### src/rtl/axil_reg_bridge.sv
// AXI4-Lite slave that bridges host register accesses onto the single-cycle
// SRAM-style register port of the DMA controller.
module axil_reg_bridge #(
   parameter int ADDR_WIDTH      = 32,
   parameter int AXI_DATA_WIDTH  = 32,
   parameter int AXIL_ADDR_WIDTH = 32,
   parameter int NUM_REGS        = 16
) (
   input  logic                          clk,
   input  logic                          rstn,

   input  logic [AXIL_ADDR_WIDTH-1:0]    s_axil_awaddr,
   input  logic                          s_axil_awvalid,
   output logic                          s_axil_awready,
   input  logic [AXI_DATA_WIDTH-1:0]     s_axil_wdata,
   input  logic [AXI_DATA_WIDTH/8-1:0]   s_axil_wstrb,
   input  logic                          s_axil_wvalid,
   output logic                          s_axil_wready,
   output logic [1:0]                    s_axil_bresp,
   output logic                          s_axil_bvalid,
   input  logic                          s_axil_bready,

   input  logic [AXIL_ADDR_WIDTH-1:0]    s_axil_araddr,
   input  logic                          s_axil_arvalid,
   output logic                          s_axil_arready,
   output logic [AXI_DATA_WIDTH-1:0]     s_axil_rdata,
   output logic [1:0]                    s_axil_rresp,
   output logic                          s_axil_rvalid,
   input  logic                          s_axil_rready,

   output logic                          reg_wr_en,
   output logic [ADDR_WIDTH-1:0]         reg_wr_addr,
   output logic [AXI_DATA_WIDTH-1:0]     reg_wr_data,
   output logic                          reg_rd_en,
   output logic [ADDR_WIDTH-1:0]         reg_rd_addr,
   input  logic [AXI_DATA_WIDTH-1:0]     reg_rd_data
);

   localparam int STRB_WIDTH = AXI_DATA_WIDTH / 8;
   localparam int BYTE_SHIFT = $clog2(STRB_WIDTH);
   localparam int WIDE_WIDTH = (ADDR_WIDTH > AXIL_ADDR_WIDTH) ? ADDR_WIDTH : AXIL_ADDR_WIDTH;
   localparam logic [ADDR_WIDTH:0] NUM_REGS_W = (ADDR_WIDTH + 1)'(NUM_REGS);

   localparam logic [1:0] RESP_OKAY   = 2'b00;
   localparam logic [1:0] RESP_SLVERR = 2'b10;

   // Every channel handshake completes on a rising clk edge where valid and
   // ready are both 1; a source keeps valid and payload stable until then.

   typedef enum logic [1:0] {
      WR_IDLE   = 2'd0,
      WR_COMMIT = 2'd1,
      WR_RESP   = 2'd2
   } wr_state_t;

   typedef enum logic [1:0] {
      RD_IDLE  = 2'd0,
      RD_FETCH = 2'd1,
      RD_RESP  = 2'd2
   } rd_state_t;

   // Zero-extend first so truncation to ADDR_WIDTH works for any width pairing.
   function automatic logic [ADDR_WIDTH-1:0] word_index(input logic [AXIL_ADDR_WIDTH-1:0] byte_addr);
      logic [WIDE_WIDTH-1:0] ext;
      ext = WIDE_WIDTH'(byte_addr) >> BYTE_SHIFT;
      return ADDR_WIDTH'(ext);
   endfunction

   function automatic logic in_range(input logic [ADDR_WIDTH-1:0] idx);
      return {1'b0, idx} < NUM_REGS_W;
   endfunction

   // ---------------------------------------------------------------- write
   wr_state_t                     wr_state_q, wr_state_d;
   logic                          aw_held_q, aw_held_d;
   logic                          w_held_q, w_held_d;
   logic [ADDR_WIDTH-1:0]         aw_idx_q, aw_idx_d;
   logic [AXI_DATA_WIDTH-1:0]     w_data_q, w_data_d;
   logic [STRB_WIDTH-1:0]         w_strb_q, w_strb_d;
   logic                          awready_q, awready_d;
   logic                          wready_q, wready_d;
   logic                          bvalid_q, bvalid_d;
   logic [1:0]                    bresp_q, bresp_d;
   logic                          wr_en_q, wr_en_d;
   logic [ADDR_WIDTH-1:0]         wr_addr_q, wr_addr_d;
   logic [AXI_DATA_WIDTH-1:0]     wr_data_q, wr_data_d;

   logic                          aw_hs, w_hs;
   logic [ADDR_WIDTH-1:0]         aw_idx_cur;
   logic [AXI_DATA_WIDTH-1:0]     w_data_cur;
   logic [STRB_WIDTH-1:0]         w_strb_cur;

   always_ff @(posedge clk or negedge rstn) begin
      if (!rstn) begin
         wr_state_q <= WR_IDLE;
         aw_held_q  <= 1'b0;
         w_held_q   <= 1'b0;
         aw_idx_q   <= '0;
         w_data_q   <= '0;
         w_strb_q   <= '0;
         awready_q  <= 1'b0;
         wready_q   <= 1'b0;
         bvalid_q   <= 1'b0;
         bresp_q    <= RESP_OKAY;
         wr_en_q    <= 1'b0;
         wr_addr_q  <= '0;
         wr_data_q  <= '0;
      end else begin
         wr_state_q <= wr_state_d;
         aw_held_q  <= aw_held_d;
         w_held_q   <= w_held_d;
         aw_idx_q   <= aw_idx_d;
         w_data_q   <= w_data_d;
         w_strb_q   <= w_strb_d;
         awready_q  <= awready_d;
         wready_q   <= wready_d;
         bvalid_q   <= bvalid_d;
         bresp_q    <= bresp_d;
         wr_en_q    <= wr_en_d;
         wr_addr_q  <= wr_addr_d;
         wr_data_q  <= wr_data_d;
      end
   end

   always_comb begin
      wr_state_d = wr_state_q;
      aw_held_d  = aw_held_q;
      w_held_d   = w_held_q;
      aw_idx_d   = aw_idx_q;
      w_data_d   = w_data_q;
      w_strb_d   = w_strb_q;
      awready_d  = awready_q;
      wready_d   = wready_q;
      bvalid_d   = bvalid_q;
      bresp_d    = bresp_q;
      wr_en_d    = 1'b0;
      wr_addr_d  = wr_addr_q;
      wr_data_d  = wr_data_q;

      aw_hs      = s_axil_awvalid && awready_q;
      w_hs       = s_axil_wvalid && wready_q;
      // A beat arriving this cycle is used directly so the commit is not delayed.
      aw_idx_cur = aw_held_q ? aw_idx_q : word_index(s_axil_awaddr);
      w_data_cur = w_held_q ? w_data_q : s_axil_wdata;
      w_strb_cur = w_held_q ? w_strb_q : s_axil_wstrb;

      case (wr_state_q)
         WR_IDLE: begin
            if (aw_hs) begin
               aw_held_d = 1'b1;
               aw_idx_d  = word_index(s_axil_awaddr);
            end
            if (w_hs) begin
               w_held_d = 1'b1;
               w_data_d = s_axil_wdata;
               w_strb_d = s_axil_wstrb;
            end
            if ((aw_held_q || aw_hs) && (w_held_q || w_hs)) begin
               wr_state_d = WR_COMMIT;
               awready_d  = 1'b0;
               wready_d   = 1'b0;
               if (in_range(aw_idx_cur) && (&w_strb_cur)) begin
                  wr_en_d   = 1'b1;
                  wr_addr_d = aw_idx_cur;
                  wr_data_d = w_data_cur;
                  bresp_d   = RESP_OKAY;
               end else begin
                  bresp_d   = RESP_SLVERR;
               end
            end else begin
               awready_d = !aw_held_d;
               wready_d  = !w_held_d;
            end
         end
         WR_COMMIT: begin
            wr_state_d = WR_RESP;
         end
         WR_RESP: begin
            if (bvalid_q && s_axil_bready) begin
               bvalid_d   = 1'b0;
               aw_held_d  = 1'b0;
               w_held_d   = 1'b0;
               awready_d  = 1'b1;
               wready_d   = 1'b1;
               wr_state_d = WR_IDLE;
            end else begin
               bvalid_d = 1'b1;
            end
         end
         default: begin
            wr_state_d = WR_IDLE;
         end
      endcase
   end

   // ----------------------------------------------------------------- read
   rd_state_t                     rd_state_q, rd_state_d;
   logic                          arready_q, arready_d;
   logic                          rd_en_q, rd_en_d;
   logic [ADDR_WIDTH-1:0]         rd_addr_q, rd_addr_d;
   logic                          rvalid_q, rvalid_d;
   logic [AXI_DATA_WIDTH-1:0]     rdata_q, rdata_d;
   logic [1:0]                    rresp_q, rresp_d;

   always_ff @(posedge clk or negedge rstn) begin
      if (!rstn) begin
         rd_state_q <= RD_IDLE;
         arready_q  <= 1'b0;
         rd_en_q    <= 1'b0;
         rd_addr_q  <= '0;
         rvalid_q   <= 1'b0;
         rdata_q    <= '0;
         rresp_q    <= RESP_OKAY;
      end else begin
         rd_state_q <= rd_state_d;
         arready_q  <= arready_d;
         rd_en_q    <= rd_en_d;
         rd_addr_q  <= rd_addr_d;
         rvalid_q   <= rvalid_d;
         rdata_q    <= rdata_d;
         rresp_q    <= rresp_d;
      end
   end

   always_comb begin
      rd_state_d = rd_state_q;
      arready_d  = arready_q;
      rd_en_d    = rd_en_q;
      rd_addr_d  = rd_addr_q;
      rvalid_d   = rvalid_q;
      rdata_d    = rdata_q;
      rresp_d    = rresp_q;

      case (rd_state_q)
         RD_IDLE: begin
            if (s_axil_arvalid && arready_q) begin
               rd_addr_d  = word_index(s_axil_araddr);
               rd_en_d    = 1'b1;
               arready_d  = 1'b0;
               rd_state_d = RD_FETCH;
            end else begin
               arready_d  = 1'b1;
            end
         end
         RD_FETCH: begin
            // Controller data is combinational on reg_rd_addr; capture it now.
            rd_en_d    = 1'b0;
            rvalid_d   = 1'b1;
            rd_state_d = RD_RESP;
            if (in_range(rd_addr_q)) begin
               rdata_d = reg_rd_data;
               rresp_d = RESP_OKAY;
            end else begin
               rdata_d = '0;
               rresp_d = RESP_SLVERR;
            end
         end
         RD_RESP: begin
            if (rvalid_q && s_axil_rready) begin
               rvalid_d   = 1'b0;
               arready_d  = 1'b1;
               rd_state_d = RD_IDLE;
            end
         end
         default: begin
            rd_state_d = RD_IDLE;
         end
      endcase
   end

   assign s_axil_awready = awready_q;
   assign s_axil_wready  = wready_q;
   assign s_axil_bvalid  = bvalid_q;
   assign s_axil_bresp   = bresp_q;
   assign s_axil_arready = arready_q;
   assign s_axil_rvalid  = rvalid_q;
   assign s_axil_rdata   = rdata_q;
   assign s_axil_rresp   = rresp_q;
   assign reg_wr_en      = wr_en_q;
   assign reg_wr_addr    = wr_addr_q;
   assign reg_wr_data    = wr_data_q;
   assign reg_rd_en      = rd_en_q;
   assign reg_rd_addr    = rd_addr_q;

endmodule

### config.mk
export PLATFORM = sky130hd
export DESIGN_NAME = axil_reg_bridge
export DESIGN_NICKNAME = d
export VERILOG_FILES = /design/src/rtl/axil_reg_bridge.sv
export SDC_FILE = /design/constraint.sdc
export NUM_CORES = 1
export LEC_CHECK = 0
export ABC_AREA = 1
export BUFFER_PORTS_ARGS = -buffer_cell sky130_fd_sc_hd__buf_4
export CORE_MARGIN = 4
export CORE_UTILIZATION = 35
export DETAILED_ROUTE_END_ITERATION = 12
export PLACE_DENSITY = 0.65
export SLEW_MARGIN = 20
export SYNTH_ARGS = -nofsm -noshare
export SYNTH_HDL_FRONTEND = slang
export SYNTH_SLANG_ARGS = --single-unit
### constraint.sdc
create_clock -name clk -period 2 [get_ports clk]
set_input_delay 0.4 -clock clk [delete_from_list [all_inputs] [get_ports clk]]
set_output_delay 0.4 -clock clk [all_outputs]
set_load 0.02 [all_outputs]
Yosys cells after proc, flatten, opt, wreduce, memory -nomap -nowiden
Index checks and enable logic that the tools add are counted.

Output and inout bits: 139. Word-level logic and storage cells: 94. Register bits: 209.

Reductions and logical operators: 29. $lt $le $gt $ge: 2. Multiplexer cells: 35. Equal/unequal tests: 8.

Operators with widths (number): 32-bit 2-to-1 mux (2); 30-bit by 5-bit less-than comparator with 1-bit output (second input constant) (2); 30-bit 2-to-1 mux (1); 2-bit AND reduction (10); 1-bit 2-to-1 mux (16); 1-bit case mux with 2 select lines (7); 2-bit 2-to-1 mux (6); 2-bit case mux with 3 select lines (2); 2-bit inequality test (second input constant) (4); 2-bit nonzero test (4); 1-bit logical AND (7); 2-bit by 1-bit equality test with 1-bit output (second input constant) (2); 2-bit equality test (second input constant) (2); 2-bit zero test (2); 4-bit 2-to-1 mux (1); 4-bit AND reduction (1); 3-bit AND reduction (1); 1-bit zero test (2); 1-bit logical OR (2).

Depth between registers and ports, before layout
Gate-level depths: netlist (run 1).

Depth after elaboration: 6. Gate-level depth with buffers: 12. Gate-level depth less buffers: 10.

Least setup slack after synthesis (run 1)
Ideal clock, no wire load.

Path type: reg-to-reg. Start: register aw_held_q. End: register wr_addr_q[20], in the netlist reg_wr_addr[20]. Cell stages (with the launch flop): 13. Data arrival time: 1598 ps. Buffers on the path: 2. Setup time: 112 ps. Clock period less this slack: 1710 ps. Setup slack: 290 ps. Path through: dfrtp_1 -> inv_2 -> buf_2 -> nand2_1 -> nand2_1 -> nand2_1 -> nor2_1 -> nand2_1 -> nor2_4 -> nand3_2 -> buf_2 -> nand2_1 -> inv_2.

Longest elaborated chain between the ends: 4. Elaborated cells on any way between the ends: 6. Those cells by class: order compare (1); mux (1); reduce/logical (4).

RTL lines: from (decl) (line 75) `logic aw_held_q, aw_held_d;`; from (signal assigned) (line 110) `aw_held_q <= aw_held_d;`; 30-bit 2-to-1 mux (line 143) `aw_idx_cur = aw_held_q ? aw_idx_q : word_index(s_axil_awaddr);`; 30-bit by 5-bit less-than comparator with 1-bit output (line 70) `return {1'b0, idx} < NUM_REGS_W;`; 1-bit logical AND (line 162) `if (in_range(aw_idx_cur) && (&w_strb_cur)) begin`; 3-bit AND reduction (no line); to (signal assigned) (line 120) `wr_addr_q <= wr_addr_d;`; to (decl) (line 85) `logic [ADDR_WIDTH-1:0] wr_addr_q, wr_addr_d;`.

Parallel ways exist; a longest one is shown, timed or not. A chain may end at the register's enable or synchronous reset.

Worst setup path after layout (run 1)
Start: register aw_held_q. End: register wr_data_q[16], in the netlist reg_wr_data[16].

Longest elaborated chain between the ends: 4. Elaborated cells on any way between the ends: 6. Those cells by class: order compare (1); mux (1); reduce/logical (4).

RTL lines: 30-bit 2-to-1 mux (line 143); 30-bit by 5-bit less-than comparator with 1-bit output (line 70); 1-bit logical AND (line 162); 3-bit AND reduction (no line) (*); to (signal assigned) (line 121) `wr_data_q <= wr_data_d;`; to (decl) (line 86) `logic [AXI_DATA_WIDTH-1:0] wr_data_q, wr_data_d;`.

Every way passes the cells marked *; elsewhere a longest branch is shown, timed or not.

==> results of run 1 <==
==> layer usage <==
layer,part of all wire (%),wire length [um]
met1,45,11000
met2,44,10910
met3,8.1,1987
met4,2.9,714
met5,0,0
==> tightest hold or removal path, delay by kind of cell <==
family,cells,cell delay [ps]
simple gates,2,90
buf+inv,1,80
==> registers in the layout (all words and copies together), names as in the netlist, 2 cells and up <==
| register | flops |
|---|---|
| aw_idx_q | 30 |
| rd_state_q | 2 |
| reg_rd_addr | 30 |
| reg_wr_addr | 30 |
| reg_wr_data | 32 |
| s_axil_rdata | 32 |
| w_data_q | 32 |
| w_strb_q | 4 |
| wr_state_q | 2 |
==> Yosys cell counts (all sizes together) <==
cell    count  area (sq um)
nand2     438          1644
nand4      40         250.2
mux2        3         33.78
or2         3         18.77
a21oi       8         40.04
nor3        3         20.02
dfrtp     205          5130
clkinv      2         7.510
inv       121         454.2
nor4        1         12.51
o21ai     111         555.5
clkbuf     32         120.1
nand3      37         190.2
a21o        1         7.510
nor2       30         130.1
conb        1         3.750
buf        29         158.9
==> per-stage QoR <==
stage	hold slack (ps)	util (%)	area [sq um]
after global routing	71.55	49.89	12200
final	91.94	49.89	12200
after floorplan	104.4	-	8796
after detailed placement	459.5	46.14	11290
after global placement	455.3	46.14	11290
after CTS	63.88	49.60	12130
==> power breakdown <==
group / switching (mW) / internal (mW) / total (mW)
clock: 1.71 / 2.89 / 4.60
combinational: 2.82 / 1.86 / 4.68
sequential: 0.644 / 5.18 / 5.83
==> worst max-delay path by stage <==
| stage | from | end | slack (ps) | depth (start not counted) |
|---|---|---|---|---|
| 2_1_floorplan | aw_held_q$_DFFE_PN0P_ | reg_wr_addr[20]$_DFFE_PN0P_ | 290 | 12 |
| 3_3_place_gp | aw_held_q$_DFFE_PN0P_ | reg_wr_data[2]$_DFFE_PN0P_ | 100 | 11 |
| 3_5_place_dp | aw_held_q$_DFFE_PN0P_ | reg_wr_data[12]$_DFFE_PN0P_ | 90 | 12 |
| 4_1_cts | aw_held_q$_DFFE_PN0P_ | reg_wr_data[31]$_DFFE_PN0P_ | 80 | 12 |
| 5_1_grt | aw_held_q$_DFFE_PN0P_ | reg_wr_addr[29]$_DFFE_PN0P_ | -7 | 11 |
| 6_report | aw_held_q$_DFFE_PN0P_ | reg_wr_data[16]$_DFFE_PN0P_ | 130 | 12 |
==> what timing repair did <==
item	4_1_cts	5_1_grt
setup buffers	0	2
endpoints found under the hold margin	205	0
setup endpoints to repair	0	63
gates resized for setup	0	7
hold buffers	1	0
==> layout make-up <==
class | count | share of cell area (%)
clock buffer | 31 | 5.557
inverter | 123 | 3.804
multi-input combinational | 681 | 24.34
antenna | 1 | 0.02050
clock inverter | 11 | 1.292
sequential | 205 | 42.04
tap | 324 | 3.322
timing repair buffer | 295 | 19.62
==> cell families after synthesis <==
kind of cell	count (synthesis)
multiplexers	3
AO/OA/AOI/OAI	120
AND/OR/NAND/NOR	552
buffers and inverters	184
flip-flops	205
other	1
==> results.ini, run 1 <==
[yosys]
synthXorXnorAreaFrac_pct = 0
yosys.area_share.simple_pct = 25.82
syn-cell-area_sq_um = 8777
synth_mux_area_share_pct = 0.3849
synth_cell_types = 25
synth_warnings = 0
synth-compound-area-share_pct = 6.871
synth_top_family_by_area = simple AND/OR/NAND/NOR gates
syn_inst = 1065
synth_adder_area_share_pct = 0
yosysSeqAreaShare_pct = 58.45
synth-seq-cells = 205
avgSynthCellArea_sq_um = 8.241

[setup_path]
r2r-end = reg_wr_data[16]$_DFFE_PN0P_
worstSetupPathType = flip-flop to flip-flop
worst_path_most_repeated_cell = nand2_1
required_ps = 2390
critical_path.cell_chain = inv_4, buf_6, nand2_1, o21ai_1, nand2_1, nor2_1, nand2_1, nor2_4, nand3_4, clkbuf_16, nand2_1, nand2_1
cp_slowest_cell = dfrtp_1
path_delay_family = simple AND/OR/NAND/NOR gates
cp_slowest_stage_delay_ps = 430
regToRegSetupSlack_ps = 130
r2r_cells = 12
end_kind = flip-flop
critPathMaxFanout = 32
start_kind = flip-flop
arrival_ps = 2260
crit_buf_inv = 3
worstReg2RegStart = aw_held_q$_DFFE_PN0P_

[cts]
clock_path_buffers = 3
cts_made_buffers = 24
cts_sinks = 205
clock_latency_ps = 510
cts_root_buf = clkbuf_16
path_clk_slew_ps = 60
cts-htree-levels = 1
cts_tree = built

[drt]
post_drt_wl_per_cell_um = 14.73
drc = 0
routed_via_density = 4.616
firstDrtPassIters = 5
drt-total-wl_mm = 24.61
route.vias.total = 7714
drtIter0Drc = 628
antenna_left = 0

[cells_and_area]
seq_area_sq_um = 5131
layout_commonest_cell = nand2_1
nFillCells = 2329
final_cells = 1671
multi_input_area_sq_um = 2970
drive_above_1_share_pct = 28.16
synthToLayoutAreaGrowth_pct = 39.04
nNetsFinal = 1469
final_cell_mix = nand2_1 (438), buf_4 (279), dfrtp_1 (204)

[placement]
place_ws_ps = 93.89
port-buffer-count = 267
dpl.hpwl_mm = 16.44
placedCellCount = 1624
place.gp.congestion = 0.8531

[run]
maxCapViolations = 0

[floorplanning]
ios = 278
fp-row-count = 57
die_area_sq_um = 27680
initial_core_util_pct = 35.88
die_x_um = 166.4
die_h_um = 166.4
coreArea_sq_um = 24460

[global_routing]
use_met2_pct = 26.21
use_met3_pct = 4.999
grt-ovfl-total = 0
grt_pass1_wl_mm = 39.13
grt_pass1_vias = 7498
grt_usage_pct = 16.85
grt_max_degree = 73
grt_busiest_layer = met2
use_met1_pct = 22.89
antenna_found_initial = 1

[timing]
finalCritPeriodShare_pct = 93.37
slew_violations = 0
setup_viol = 0
fin_setup_tns_ps = 0
min_period_ps = 1867
finalHoldViolations = 0
maxClockFrequency_ghz = 0.5355
final.setup_skew_ps = 11.77
final.setup.worst_slack_ps = 132.6

[run_status]
outcome = complete, no violations

[worst_hold_path]
min_path_cells = 3
hp-class = primary input to flip-flop
hold_end = reg_rd_addr[10]$_DFFE_PN0P_
min_from = s_axil_araddr[12]

[pwr]
p_leak_nw = 6.856
powerDensity_nw_per_um2 = 1238
power_mw = 15.11
ir_worst_vdd_v = 0.0006540

Note: power is estimated with default switching activity, not from simulation.
==> run 2: changes to the inputs <==
Settings changed: CORE_UTILIZATION 35 to 45, PLACE_DENSITY 0.65 to 0.79, SKIP_CTS_REPAIR_TIMING set to 1.
==> run 2 against run 1 <==
  * Register-to-register slack gained 40 ps
  * Utilization is 14 points higher
  * Setup slack improved by 41 ps
  * Sequential share of layout area up 0.58 points
  * Die area down 21%
  * Flip-flop and latch count unchanged
  * Clock power is 0.9% lower
  * Final area decreased by 1.4%
  * Sequential power hardly changed
  * Critical path type unchanged
  * Critical endpoint is now reg_wr_addr[12]$_DFFE_PN0P_
==> results.ini, run 2 (synthesis results as in run 1) <==
[cts]
clock_latency_ps = 510  ; about the same
cts-htree-levels = 1  ; unchanged
cts_made_buffers = 23  ; was 24
cts_sinks = 205  ; unchanged
path_clk_slew_ps = 60  ; about the same
cts_tree = built  ; unchanged
clock_path_buffers = 3  ; unchanged
cts_root_buf = clkbuf_16  ; unchanged

[timing]
min_period_ps = 1827  ; was 1867 ps
fin_setup_tns_ps = 0  ; unchanged
finalCritPeriodShare_pct = 91.34  ; was 93.37%
slew_violations = 0  ; unchanged
rsz0062_at_grt = yes
maxClockFrequency_ghz = 0.5474  ; was 0.5355 GHz
finalHoldViolations = 0  ; unchanged
worst_hold_slack_ps = 88.64  ; was 91.94 ps
worst_slew_pin_slew_ps = 548.0
slew_headroom_pct = 63.47
setup_viol = 0  ; unchanged
final.setup_skew_ps = 17.65  ; was 11.77 ps

[worst_hold_path]
hp-class = primary input to flip-flop  ; unchanged
min_from = s_axil_araddr[19]  ; was s_axil_araddr[12]

[run_status]
outcome = complete, no violations  ; unchanged

[setup_path]
worst_path_most_repeated_cell = nand2_1  ; unchanged
end_kind = flip-flop  ; unchanged
arrival_ps = 2230  ; was 2260 ps
critical_path.cell_chain = inv_2, buf_4, nand2_1, o21ai_1, nand2_1, nor2_1, nand2_1, nor2_4, nand3_2, buf_12, nand2_1, inv_2  ; was inv_4, buf_6, nand2_1, o21ai_1, nand2_1, nor2_1, nand2_1, nor2_4, nand3_4, clkbuf_16, nand2_1, nand2_1
required_ps = 2400  ; was 2390 ps
cp_slowest_cell = dfrtp_1  ; unchanged
start_kind = flip-flop  ; unchanged
cp_slowest_stage_delay_ps = 420  ; was 430 ps
critPathMaxFanout = 64  ; was 32
crit_path_start = aw_held_q$_DFFE_PN0P_  ; unchanged
worstSetupPathType = flip-flop to flip-flop  ; unchanged
worstReg2RegStart = aw_held_q$_DFFE_PN0P_  ; unchanged

[placement]
place.gp.congestion = 0.8246  ; was 0.8531
port-buffer-count = 267  ; unchanged
dpl.hpwl_mm = 16.63  ; was 16.44 mm

[pwr]
ir_worst_vdd_v = 0.0009543  ; was 0.0006540 V
pwr-share-seq_pct = 39.0  ; was 38.6%
powerDensity_nw_per_um2 = 1239  ; was 1238 nW/um^2
switching_share_pct = 34.19  ; was 34.27%
p_leak_nw = 6.833  ; was 6.856 nW
p_clk_share_pct = 30.6  ; was 30.5%
power.switching_mw = 5.101  ; was 5.179 mW
combPwrFrac_pct = 30.4  ; was 31.0%
power.internal_mw = 9.817  ; was 9.934 mW

[floorplanning]
initial_core_util_pct = 46.30  ; was 35.88%
fp-row-count = 50  ; was 57
coreArea_sq_um = 18960  ; was 24,460 sq um
die_area_sq_um = 21800  ; was 27,680 sq um
die_x_um = 147.7  ; was 166.4 um
die_h_um = 147.7  ; was 166.4 um
ios = 278  ; unchanged

[global_routing]
grt_usage_pct = 20.88  ; was 16.85%
grt_pass1_vias = 7616  ; was 7,498
grt_max_degree = 66  ; was 73
grt-ovfl-total = 0  ; unchanged
antenna_found_initial = 0  ; was 1
grt_pass1_wl_mm = 37.63  ; was 39.13 mm

[drt]
antenna_left = 0  ; unchanged
drtIter0Drc = 362  ; was 628
post_drt_wl_per_cell_um = 14.42  ; was 14.73 um
route.vias.total = 7709  ; was 7,714
routed_via_density = 4.791  ; was 4.616
drc = 0  ; unchanged
drt-total-wl_mm = 23.20  ; was 24.61 mm
firstDrtPassIters = 5  ; unchanged

[cells_and_area]
num_antenna_cells = 0  ; was 1
nNetsFinal = 1471  ; was 1,469
final_cell_mix = nand2_1 (438), buf_4 (289), dfrtp_1 (204)  ; was nand2_1 (438), buf_4 (279), dfrtp_1 (204)
drive_above_1_share_pct = 28.39  ; was 28.16%
synthToLayoutAreaGrowth_pct = 37.15  ; was 39.04%
nFillCells = 1580  ; was 2,329
layout_commonest_cell = nand2_1  ; unchanged
postLayoutCoreUtil_pct = 63.51  ; was 49.89%

[run]
maxCapViolations = 0  ; unchanged

run 2: layout make-up:
type	instances	area, sq um	share of cell area (%)
Sequential cell	205	5131	42.63
Multi-Input combinational cell	681	2955	24.55
Timing Repair Buffer	298	2325	19.31
Clock buffer	27	620.6	5.155
Inverter	123	461.7	3.835
Tap cell	260	325.3	2.702
Clock inverter	15	219.0	1.819
run 2: power by group through the flow:
stage	sequential [mW]	clock (mW)	combinational [mW]
finish	5.82	4.56	4.54
global route	5.95	4.86	5.14
CTS	5.83	4.69	4.59
detailed placement	5.88	0	4.58
global placement	5.82	0	4.44
floorplan	6.18	0	2.49
run 2: layer usage:
layer	global-route usage, %	up-vias	part of all wire, %
met2	35.97	243	49
met1	25.84	3581	41
met4	7.269	0	3.3
li1	-	3835	-
met3	4.936	50	6.8
met5	0	-	0
run 2: critical path: cells and delay by family (launching register included):
family,cells,cell delay [ps]
flops,1,420
simple gates,7,700
buf+inv,4,520
compound gates,1,80
run 2: path summary, 6_finish.rpt:
check	endpoint	depth (start not counted)	slack, ps
max in group asynchronous	reg_rd_addr[24]$_DFFE_PN0P_	3	980
min in group asynchronous	reg_wr_addr[15]$_DFFE_PN0P_	2	370
max	reg_wr_addr[12]$_DFFE_PN0P_	12	170
min	reg_rd_addr[17]$_DFFE_PN0P_	3	90
max reg2reg	reg_wr_addr[12]$_DFFE_PN0P_	12	170
min reg2reg	reg_wr_data[24]$_DFFE_PN0P_	2	470
run 2: metrics by stage:
stage               total power, mW  instances  cell area (sq um)  setup WS (ps)
floorplan                     8.674       1070               8796          290.0
global placement              10.25       1566              11180          204.0
detailed placement            10.46       1566              11180          131.4
CTS                           15.10       1608              12020          131.5
global route                  15.95       1609              12040         -4.331
finish                        14.92       1609              12040          173.2
